File: config.mk
export PLATFORM = sky130hd
export DESIGN_NAME = vend_sequencer
export DESIGN_NICKNAME = d
export VERILOG_FILES = /design/src/rtl/vend_pkg.sv /design/src/rtl/vend_change_unit.sv /design/src/rtl/vend_sequencer.sv
export SDC_FILE = /design/constraint.sdc
export NUM_CORES = 1
export LEC_CHECK = 0
export BUFFER_PORTS_ARGS = -buffer_cell sky130_fd_sc_hd__buf_2
export CORE_MARGIN = 2
export CORE_UTILIZATION = 51
export DETAILED_ROUTE_END_ITERATION = 10
export GPL_TIMING_DRIVEN = 0
export MAX_ROUTING_LAYER = met4
export PLACE_DENSITY = 0.77
export SLEW_MARGIN = 5
export SYNTH_ARGS = -nofsm -noshare
export SYNTH_HDL_FRONTEND = slang
export SYNTH_SLANG_ARGS = --single-unit
File: constraint.sdc
create_clock -name CLK -period 2.2 [get_ports CLK]
set_input_delay 0.33 -clock CLK [delete_from_list [all_inputs] [get_ports CLK]]
set_output_delay 0.33 -clock CLK [all_outputs]
set_load 0.03 [all_outputs]
File: src/rtl/vend_pkg.sv
// Shared types and coin constants for the guffin vending sequencer.
package vend_pkg;

  localparam int unsigned COIN_Q = 1;
  localparam int unsigned COIN_H = 2;
  localparam int unsigned COIN_D = 4;

  typedef enum logic [2:0] {
    ST_IDLE   = 3'd0,
    ST_ACCUM  = 3'd1,
    ST_VEND   = 3'd2,
    ST_CHANGE = 3'd3,
    ST_REFUND = 3'd4
  } vend_state_t;

  typedef enum logic [1:0] {
    COIN_NONE    = 2'b00,
    COIN_QUARTER = 2'b01,
    COIN_HALF    = 2'b10,
    COIN_DOLLAR  = 2'b11
  } coin_t;

  // Value of an encoded coin in quarters.
  function automatic logic [2:0] coin_value(input coin_t c);
    case (c)
      COIN_QUARTER: return 3'(COIN_Q);
      COIN_HALF:    return 3'(COIN_H);
      COIN_DOLLAR:  return 3'(COIN_D);
      default:      return 3'd0;
    endcase
  endfunction

endpackage

File: src/rtl/vend_change_unit.sv
// Remaining-change register; emits one half-dollar or quarter pulse per cycle, halves first.
module vend_change_unit
  import vend_pkg::*;
#(
  parameter int unsigned W = 3
) (
  input  logic         clk,
  input  logic         rst_n,
  input  logic         load,
  input  logic [W-1:0] load_value,
  input  logic         step,
  output logic         half,
  output logic         quarter,
  output logic [W-1:0] next_remaining_c,
  output logic         done_c
);

  logic [W-1:0] remaining;
  logic [W-1:0] dispensed;

  // Remaining value after the coin currently being pulsed.
  always_comb begin
    dispensed = '0;
    if (half) begin
      dispensed = W'(COIN_H);
    end else if (quarter) begin
      dispensed = W'(COIN_Q);
    end
    next_remaining_c = remaining - dispensed;
    done_c           = (next_remaining_c == '0);
  end

  always_ff @(posedge clk) begin
    if (!rst_n) begin
      remaining <= '0;
      half      <= 1'b0;
      quarter   <= 1'b0;
    end else if (load) begin
      remaining <= load_value;
      half      <= (load_value >= W'(COIN_H));
      quarter   <= (load_value == W'(COIN_Q));
    end else if (step) begin
      remaining <= next_remaining_c;
      half      <= (next_remaining_c >= W'(COIN_H));
      quarter   <= (next_remaining_c == W'(COIN_Q));
    end else begin
      remaining <= '0;
      half      <= 1'b0;
      quarter   <= 1'b0;
    end
  end

endmodule

File: src/rtl/vend_sequencer.sv
// Guffin vending sequencer: credit accumulation, vend pulse and change dispensing.
// Defining VEND_REFUND_EN adds a cancel input and the REFUND state.
module vend_sequencer
  import vend_pkg::*;
#(
  parameter int unsigned PRICE_Q  = 4,
  parameter int unsigned CREDIT_W = 3
) (
  input  logic                CLK,
  input  logic                RES,
  input  logic                coin_valid,
  input  logic [1:0]          coin_type,
`ifdef VEND_REFUND_EN
  input  logic                cancel,
`endif
  output logic                coin_ready,
  output logic                guffin,
  output logic                quarter_out,
  output logic                halfDollar_out,
  output logic [CREDIT_W-1:0] credit_q,
  output logic [2:0]          state_code,
  output logic                busy
);

  localparam int unsigned SUM_W = CREDIT_W + 1;

  vend_state_t         state;
  logic                cancel_c;
  logic                accept_c;
  logic                vend_hit_c;
  logic                refund_c;
  logic [SUM_W-1:0]    sum_c;
  logic [CREDIT_W-1:0] credit_new_c;
  logic [CREDIT_W-1:0] change_c;
  logic                load_c;
  logic                step_c;
  logic [CREDIT_W-1:0] load_value_c;
  logic [CREDIT_W-1:0] next_remaining_c;
  logic                done_c;

`ifdef VEND_REFUND_EN
  assign cancel_c = cancel;
`else
  assign cancel_c = 1'b0;
`endif

  // Coin acceptance, vend/refund decisions and change-unit control.
  always_comb begin
    accept_c     = coin_valid && coin_ready && (coin_type != 2'b00);
    sum_c        = SUM_W'(credit_q) + SUM_W'(coin_value(coin_t'(coin_type)));
    credit_new_c = accept_c ? CREDIT_W'(sum_c) : credit_q;
    vend_hit_c   = accept_c && (sum_c >= SUM_W'(PRICE_Q));
    refund_c     = cancel_c && (state == ST_ACCUM) && !vend_hit_c;
    change_c     = credit_q - CREDIT_W'(PRICE_Q);
    load_c       = 1'b0;
    step_c       = 1'b0;
    load_value_c = '0;
    case (state)
      ST_ACCUM: begin
        if (refund_c) begin
          load_c       = 1'b1;
          load_value_c = credit_new_c;
        end
      end
      ST_VEND: begin
        load_c       = 1'b1;
        load_value_c = change_c;
      end
      ST_CHANGE, ST_REFUND: step_c = !done_c;
      default: ;
    endcase
  end

  vend_change_unit #(
    .W (CREDIT_W)
  ) u_change (
    .clk              (CLK),
    .rst_n            (RES),
    .load             (load_c),
    .load_value       (load_value_c),
    .step             (step_c),
    .half             (halfDollar_out),
    .quarter          (quarter_out),
    .next_remaining_c (next_remaining_c),
    .done_c           (done_c)
  );

  always_ff @(posedge CLK) begin
    if (!RES) begin
      state      <= ST_IDLE;
      credit_q   <= '0;
      guffin     <= 1'b0;
      coin_ready <= 1'b1;
      busy       <= 1'b0;
    end else begin
      guffin <= 1'b0;
      case (state)
        ST_IDLE, ST_ACCUM: begin
          if (vend_hit_c) begin
            state      <= ST_VEND;
            credit_q   <= credit_new_c;
            guffin     <= 1'b1;
            coin_ready <= 1'b0;
            busy       <= 1'b1;
          end else if (refund_c) begin
            state      <= ST_REFUND;
            credit_q   <= credit_new_c;
            coin_ready <= 1'b0;
            busy       <= 1'b1;
          end else if (accept_c) begin
            state    <= ST_ACCUM;
            credit_q <= credit_new_c;
          end
        end
        ST_VEND: begin
          credit_q <= change_c;
          if (change_c == '0) begin
            state      <= ST_IDLE;
            coin_ready <= 1'b1;
            busy       <= 1'b0;
          end else begin
            state <= ST_CHANGE;
          end
        end
        ST_CHANGE, ST_REFUND: begin
          if (done_c) begin
            state      <= ST_IDLE;
            credit_q   <= '0;
            coin_ready <= 1'b1;
            busy       <= 1'b0;
          end else begin
            credit_q <= next_remaining_c;
          end
        end
        default: begin
          state      <= ST_IDLE;
          credit_q   <= '0;
          coin_ready <= 1'b1;
          busy       <= 1'b0;
        end
      endcase
    end
  end

  assign state_code = 3'(state);

endmodule

==> results list, run 1 <==
- Result of the run: finished, final reports clean
* Via count of the first global-routing pass: 607
- Clock latency on the worst-skew pair: 270 ps
- Pwr per Cell Area: 915 nW/µm²
* Share of layout cells above drive strength 1: 0.229
- The biggest area contributor in the post-synthesis netlist is sky130_fd_sc_hd__dfxtp_1.
- The first TritonRoute pass finished after 4 iterations.
- CP delay by family, top: adder cells
- TritonCTS built the clock tree.
- After detailed routing, the number of remaining DRC violations is 0.
- Summed over all layers, the global routing overflow is 0.
- Largest buffer count on any clock path: 2
- Worst VDD drop: 0.520 mV
- Number of antenna cells inserted: 0
- The largest single stage delay on the critical path is 400 ps.
- Of all nets on the critical path, the largest fanout is 4.
- The endpoint identified for the worst register-to-register timing path is coin_ready$_SDFFE_PN1P_.
* Leak Pwr: 0.000392 µW
- Fin Hold WS: 366 ps
- The clock net in this run drives a total of 13 sinks.
- The critical path starts at u_change.half$_SDFF_PN0_.
* Setup Crit Path Kind: flip-flop to flip-flop
- Worst hold-check path type: input port to flip-flop
- Detailed router's first-iteration violation count: 9
* Total number of H-tree levels: 1
* Final count of negative-setup-slack endpoints: 0
- Clock period minus final worst setup slack: 1970 ps
- The count of nets left with antenna violations once routing finished came out at 0.
* Global-route wire length before repair: 2540 µm
* Flip-flop and latch count after synthesis: 13
- Count of endpoints failing hold in the final timing report: 0
- Once the clock tree was built, the resizer swapped 0 gates to a different size.
- Netlist area before placement: 718 µm²
- I/O Pins: 16
* R2R Path Start: u_change.half$_SDFF_PN0_
* Total global routing track utilization: 0.193
- Weighted congestion at the end of routability-driven global placement: 0.834
- Buffers placed on the I/O ports in this run total 14.
- The critical path contains buffers and inverters numbering 0 combined.
- Counting every net in the synthesized netlist gives 89.
- Post-synth top area share: 0.362
* Synth area leaders: sky130_fd_sc_hd__dfxtp_1 36%, sky130_fd_sc_hd__ha_1 7.0%, sky130_fd_sc_hd__fa_1 5.6%
- The floorplan step defined a die boundary enclosing 1720 µm².
- Floorplan die height: 41.5 µm
* Worst clock skew on the final layout: 1.56 ps
- Max-cap violations in this run came to 0.
* Sum of routed wire length over all layers: 1430 µm
- Synthesis produced 78 cells.
- The initial utilization of the core area, before any placement, comes to 0.552.
* Setup repair after global routing missed its margin: no
* Final net count: 108
* Critical path launch point type: flip-flop
- Number of buffers inserted during clock tree synthesis: 3
- Counting buffers and inverters, the worst setup path is 6 cells deep.
- The share of the Yosys chip area taken by registers is 0.362.
- After clock tree synthesis, the clock-pin slew on the worst setup and hold paths is 80 ps.
* Syn Area/Cell: 9.21 µm²
- The initial antenna violation count was 0.
- WP data required: 2370 ps
- Entering global routing, the biggest net connects 11 pins.
- Number of placement rows: 13
- Worst Setup End Kind: flip-flop
* Synth cell types: 36
* Overall power after layout: 762 µW
- Most frequent cells in the layout: 15 x sky130_fd_sc_hd__buf_2, 13 x sky130_fd_sc_hd__dfxtp_1, 6 x sky130_fd_sc_hd__inv_1, 6 x sky130_fd_sc_hd__nand2_1
* Die X-Extent: 41.5 µm
- Fraction of the cycle the final worst path needs: 0.894
- DP HPWL: 1160 µm
- Total negative slack: 0 ps
- Arrival time of data at the critical path endpoint: 2140 ps
* Total vias in the final route: 636
* Post-CTS Repair Setup Buffers: 0
- Area inside the core boundary: 1300 µm²
- Via-per-instance ratio: 5.73
* Reg2Reg Setup Slack: 230 ps
* Highest attainable clock frequency: 0.508 GHz
- Dividing the detail-routed wire length by the instance count gives 12.9 µm.
- The root buffer cell chosen for the clock tree is sky130_fd_sc_hd__clkbuf_4.
- Area added between synthesis and finish: 16.0%
* Cells along the critical path: nor2b_1, ha_1, fa_1, xor2_1, o32ai_2, o32a_1
* Number of hold buffers added after CTS: 0
- Endpoint of the most critical setup path: coin_ready$_SDFFE_PN1P_
- The worst hold path was traced through 3 stages.
- Number of max-slew violations in the final report: 0
* Worst-case reg-to-reg path depth: 6
- Slowest cell on the critical path: sky130_fd_sc_hd__xor2_1
- Yosys printed 0 warnings.
* Most common cell after layout, fill and taps aside: sky130_fd_sc_hd__buf_2
area by class of cell:
type	instances	area [µm²]
Buffer	3	16.3
Clock buffer	4	26.3
Fill cell	114	468
Inverter	6	22.5
Multi-Input combinational cell	56	419
Sequential cell	13	260
Tap cell	15	18.8
Timing Repair Buffer	14	70.1
worst min-delay path by stage:
stage | from | endpoint | slack, ps
after floorplan | RES | credit_q[1]$_SDFFE_PN0P_ | 470
after global placement | busy$_SDFFE_PN0P_ | busy$_SDFFE_PN0P_ | 440
after detailed placement | busy$_SDFFE_PN0P_ | busy$_SDFFE_PN0P_ | 470
after CTS | RES | credit_q[1]$_SDFFE_PN0P_ | 360
after global routing | RES | credit_q[1]$_SDFFE_PN0P_ | 380
final | RES | credit_q[1]$_SDFFE_PN0P_ | 370
synthesized netlist by cell type, drive strengths merged:
library cell	number
nand2b	1
nor4bb	1
a211o	1
ha	4
nor2	4
nor3	1
or3	1
nor2b	3
xor2	2
o221ai	1
o211ai	2
a211oi	2
nand3	3
fa	2
and2	2
nand2	6
or2b	1
clkbuf	1
a21oi	3
o21ai	4
o32ai	1
a21bo	1
o21a	1
conb	1
o22ai	1
o311a	1
inv	6
nand4	1
mux2i	2
o32a	1
buf	2
or2	1
or3b	1
dfxtp	13
through the flow:
step / setup slack, ps / std cells / util / instance area (µm²)
after CTS: 239 / 111 / 0.640 / 833
after floorplan: 234 / 78 / - / 718
after global placement: 227 / 107 / 0.620 / 807
after global routing: 80.1 / 111 / 0.640 / 833
final: 233 / 111 / 0.640 / 833
after detailed placement: 188 / 107 / 0.620 / 807
kinds of logic (layout without fill, tap and decap cells):
logic type                 after synthesis  count (layout)  share of synthesized area
other                                    1               1                    0.00522
muxes                                    2               2                     0.0279
and+or+nand+nor                         26              26                      0.195
DFF                                     13              13                      0.362
xor gates and xnor gates                 2               2                     0.0244
adders and majority gates                6               6                      0.125
buffers and inverters                    9              27                     0.0540
AOI/OAI and AO/OA                       19              19                      0.206
flip-flops by register name, indices dropped and copies added, names as in the netlist:
| name | cells |
|---|---|
| u_change.quarter | 1 |
| u_change.half | 1 |
| state_code | 2 |
| busy | 1 |
| u_change.remaining | 3 |
| guffin | 1 |
| credit_q | 3 |
| coin_ready | 1 |
power by group:
| part | switching (µW) | internal, µW | total, µW |
|---|---|---|---|
| sequential | 39.0 | 272 | 311 |
| clock | 75.9 | 70.3 | 146 |
| combinational | 194 | 111 | 305 |
| total | 309 | 454 | 762 |
metal layers:
metal	vias to the layer above	share of wire	wire length, µm	GRT usage
li1	314	-	-	-
met1	303	0.44	627	0.216
met2	17	0.50	712	0.309
met3	2	0.059	84	0.0826
met4	0	0.0063	9	0.0645
met5	-	0	0	-
worst min-delay path: stages:
cell and delay, ps:
sky130_fd_sc_hd__buf_2 130, sky130_fd_sc_hd__inv_1 80, sky130_fd_sc_hd__a211oi_1 50
Power figures use the tool's default switching activity.
==> inputs of run 2 (changes only) <==
--- a/config.mk
+++ b/config.mk
@@ -11,7 +11,7 @@
 export DETAILED_ROUTE_END_ITERATION = 10
 export GPL_TIMING_DRIVEN = 0
 export MAX_ROUTING_LAYER = met4
-export PLACE_DENSITY = 0.77
+export PLACE_DENSITY = 0.76
 export SLEW_MARGIN = 5
 export SYNTH_ARGS = -nofsm -noshare
 export SYNTH_HDL_FRONTEND = slang
==> results list, run 2 (same netlist as run 1, synthesis figures left out) <==
* Most common cell after layout, fill and taps aside: sky130_fd_sc_hd__buf_2
- TritonCTS built the clock tree.
- In this run, post-CTS hold repair placed 0 buffers.
- Setup repair after global routing missed its margin: no
- Worst VDD drop: 0.492 mV
* Via-per-instance ratio: 5.55
- Final net count: 108
- Derived from the worst setup path, the maximum achievable clock frequency is 0.528 GHz.
* Clock latency on the worst-skew pair: 270 ps
- 16 I/O pins were placed.
- Reg2Reg Setup Slack: 310 ps
* Area added between synthesis and finish: 16.0%
- The number of max-slew violations in the final report is 0.
- Total of buffers placed on input and output ports: 14
- In this run, CTS created clock tree buffers numbering 3.
- DP HPWL: 1050 µm
- Num Clock Sinks: 13
- Number of placement rows: 13
- Floorplan die height: 41.5 µm
- Start point of the critical path: u_change.half$_SDFF_PN0_
- Total negative slack: 0 ps
- Critical path launch point type: flip-flop
- After the first detailed-routing iteration, the DRC count stood at 4.
* WP data required: 2370 ps
* Total number of H-tree levels: 1
- Clock period minus final worst setup slack: 1890 ps
* Share of layout cells above drive strength 1: 0.229
- In this run the worst hold path is classified as input port to flip-flop.
* Floorplan die area: 1720 µm²
- In the final layout, flip-flops and latches occupy 260 µm².
- STA classifies the critical path endpoint as a flip-flop.
* Via count of the first global-routing pass: 526
* Number of filler cells placed in the layout: 113
- Worst-case reg-to-reg path depth: 6
* Drt pass-1 iters: 4
* Slowest cell on the critical path: sky130_fd_sc_hd__dfxtp_1
- The routed layout has 616 vias.
* Result of the run: finished, final reports clean
- Most frequent cells in the layout: 15 x sky130_fd_sc_hd__buf_2, 13 x sky130_fd_sc_hd__dfxtp_1, 6 x sky130_fd_sc_hd__inv_1, 6 x sky130_fd_sc_hd__nand2_1
- The critical path ends at coin_ready$_SDFFE_PN1P_.
* Max Cap Violations: 0
- The number of gates resized after CTS was 0.
- Starting density of the core: 0.552
* Count of endpoints failing hold in the final timing report: 0
- Area of all placed cells without fillers: 833 µm²
- Number of remaining DRC errors: 0
- Cells along the critical path: nor2b_1, ha_1, fa_1, xor2_1, o32ai_2, o32a_1
- Crit-path max FO: 4
- Multi-input logic area: 419 µm²
- Fraction of the cycle the final worst path needs: 0.861
- Post-CTS Repair Setup Buffers: 0
* Number of antenna cells inserted: 0
- Critical Path Max Stage Delay: 390 ps
- For the worst setup path, the data arrival time is 2060 ps.
- Leak Pwr: 0.000392 µW
* Sum of routed wire length over all layers: 1350 µm
- The endpoint identified for the worst register-to-register timing path is coin_ready$_SDFFE_PN1P_.
* Min-delay src: RES
- In this run the critical register-to-register path is launched from u_change.half$_SDFF_PN0_.
- Clock-pin transition on the worst setup and hold timing paths: 80 ps
- At the end of routability-driven placement, the weighted congestion stood at 0.778.
- In this run the clock root is driven by a sky130_fd_sc_hd__clkbuf_4.
- Final count of negative-setup-slack endpoints: 0
- Final routed wire length divided by cell count: 12.2 µm
* Area post-placement: 807 µm²
- Entering global routing, the biggest net connects 11 pins.
- For this run, the total global-route usage over all layers was measured as 0.168.
- The first global-routing pass estimated 2270 µm of wire.
* Global route total overflow: 0
- Pwr per Cell Area: 910 nW/µm²
- By startpoint and endpoint, the worst setup path is classified as flip-flop to flip-flop.
- Largest buffer count on any clock path: 2
- In this run the standard cell core region covers 1300 µm².
- DRT antenna net count: 0
* Worst clock skew on the final layout: 3.42 ps
- The initial antenna violation count came to 0.
- Die X-Extent: 41.5 µm
-- run 2: critical path: cells and delay by family, from the launching register on --
family                   cells  cell delay [ps]
AO/OA/AOI/OAI                2              450
XOR/XNOR                     1              320
adder cells (fa/ha/maj)      2              560
flip-flops                   1              390
AND/OR/NAND/NOR              1               70
-- run 2: worst min-delay path by stage --
stage	cells after the start	slack (ps)	to
after global placement	2	440	busy$_SDFFE_PN0P_
final	3	360	busy$_SDFFE_PN0P_
after detailed placement	2	450	busy$_SDFFE_PN0P_
after floorplan	2	470	credit_q[1]$_SDFFE_PN0P_
after CTS	3	360	busy$_SDFFE_PN0P_
after global routing	3	380	busy$_SDFFE_PN0P_
-- run 2: area by class of cell --
class	count	share of cell area
Tap cell	15	0.0225
Sequential cell	13	0.312
Timing Repair Buffer	14	0.0841
Inverter	6	0.0270
Clock buffer	4	0.0315
Buffer	3	0.0195
Multi-Input combinational cell	56	0.503
-- run 2: per-layer routing --
metal,global-route usage,vias up,part of all wire
met5,-,-,0
met4,0.0194,0,0
met3,0.0391,0,0.054
met2,0.256,18,0.43
met1,0.235,287,0.52
li1,-,311,-
-- run 2: metrics by stage --
stage               std cells  utilization  setup WS, ps  hold WS [ps]  total power [µW]
global route              111        0.640           200           378               805
global placement          107        0.620           226           441               609
CTS                       111        0.640           298           362               760
finish                    111        0.640           306           365               759
detailed placement        107        0.620           216           451               614
floorplan                  78            -           234           467               540
-- run 2: power by group --
part,internal (µW),switching (µW),total (µW)
sequential,272,38.5,311
combinational,111,188,299
clock,70.1,78.8,149
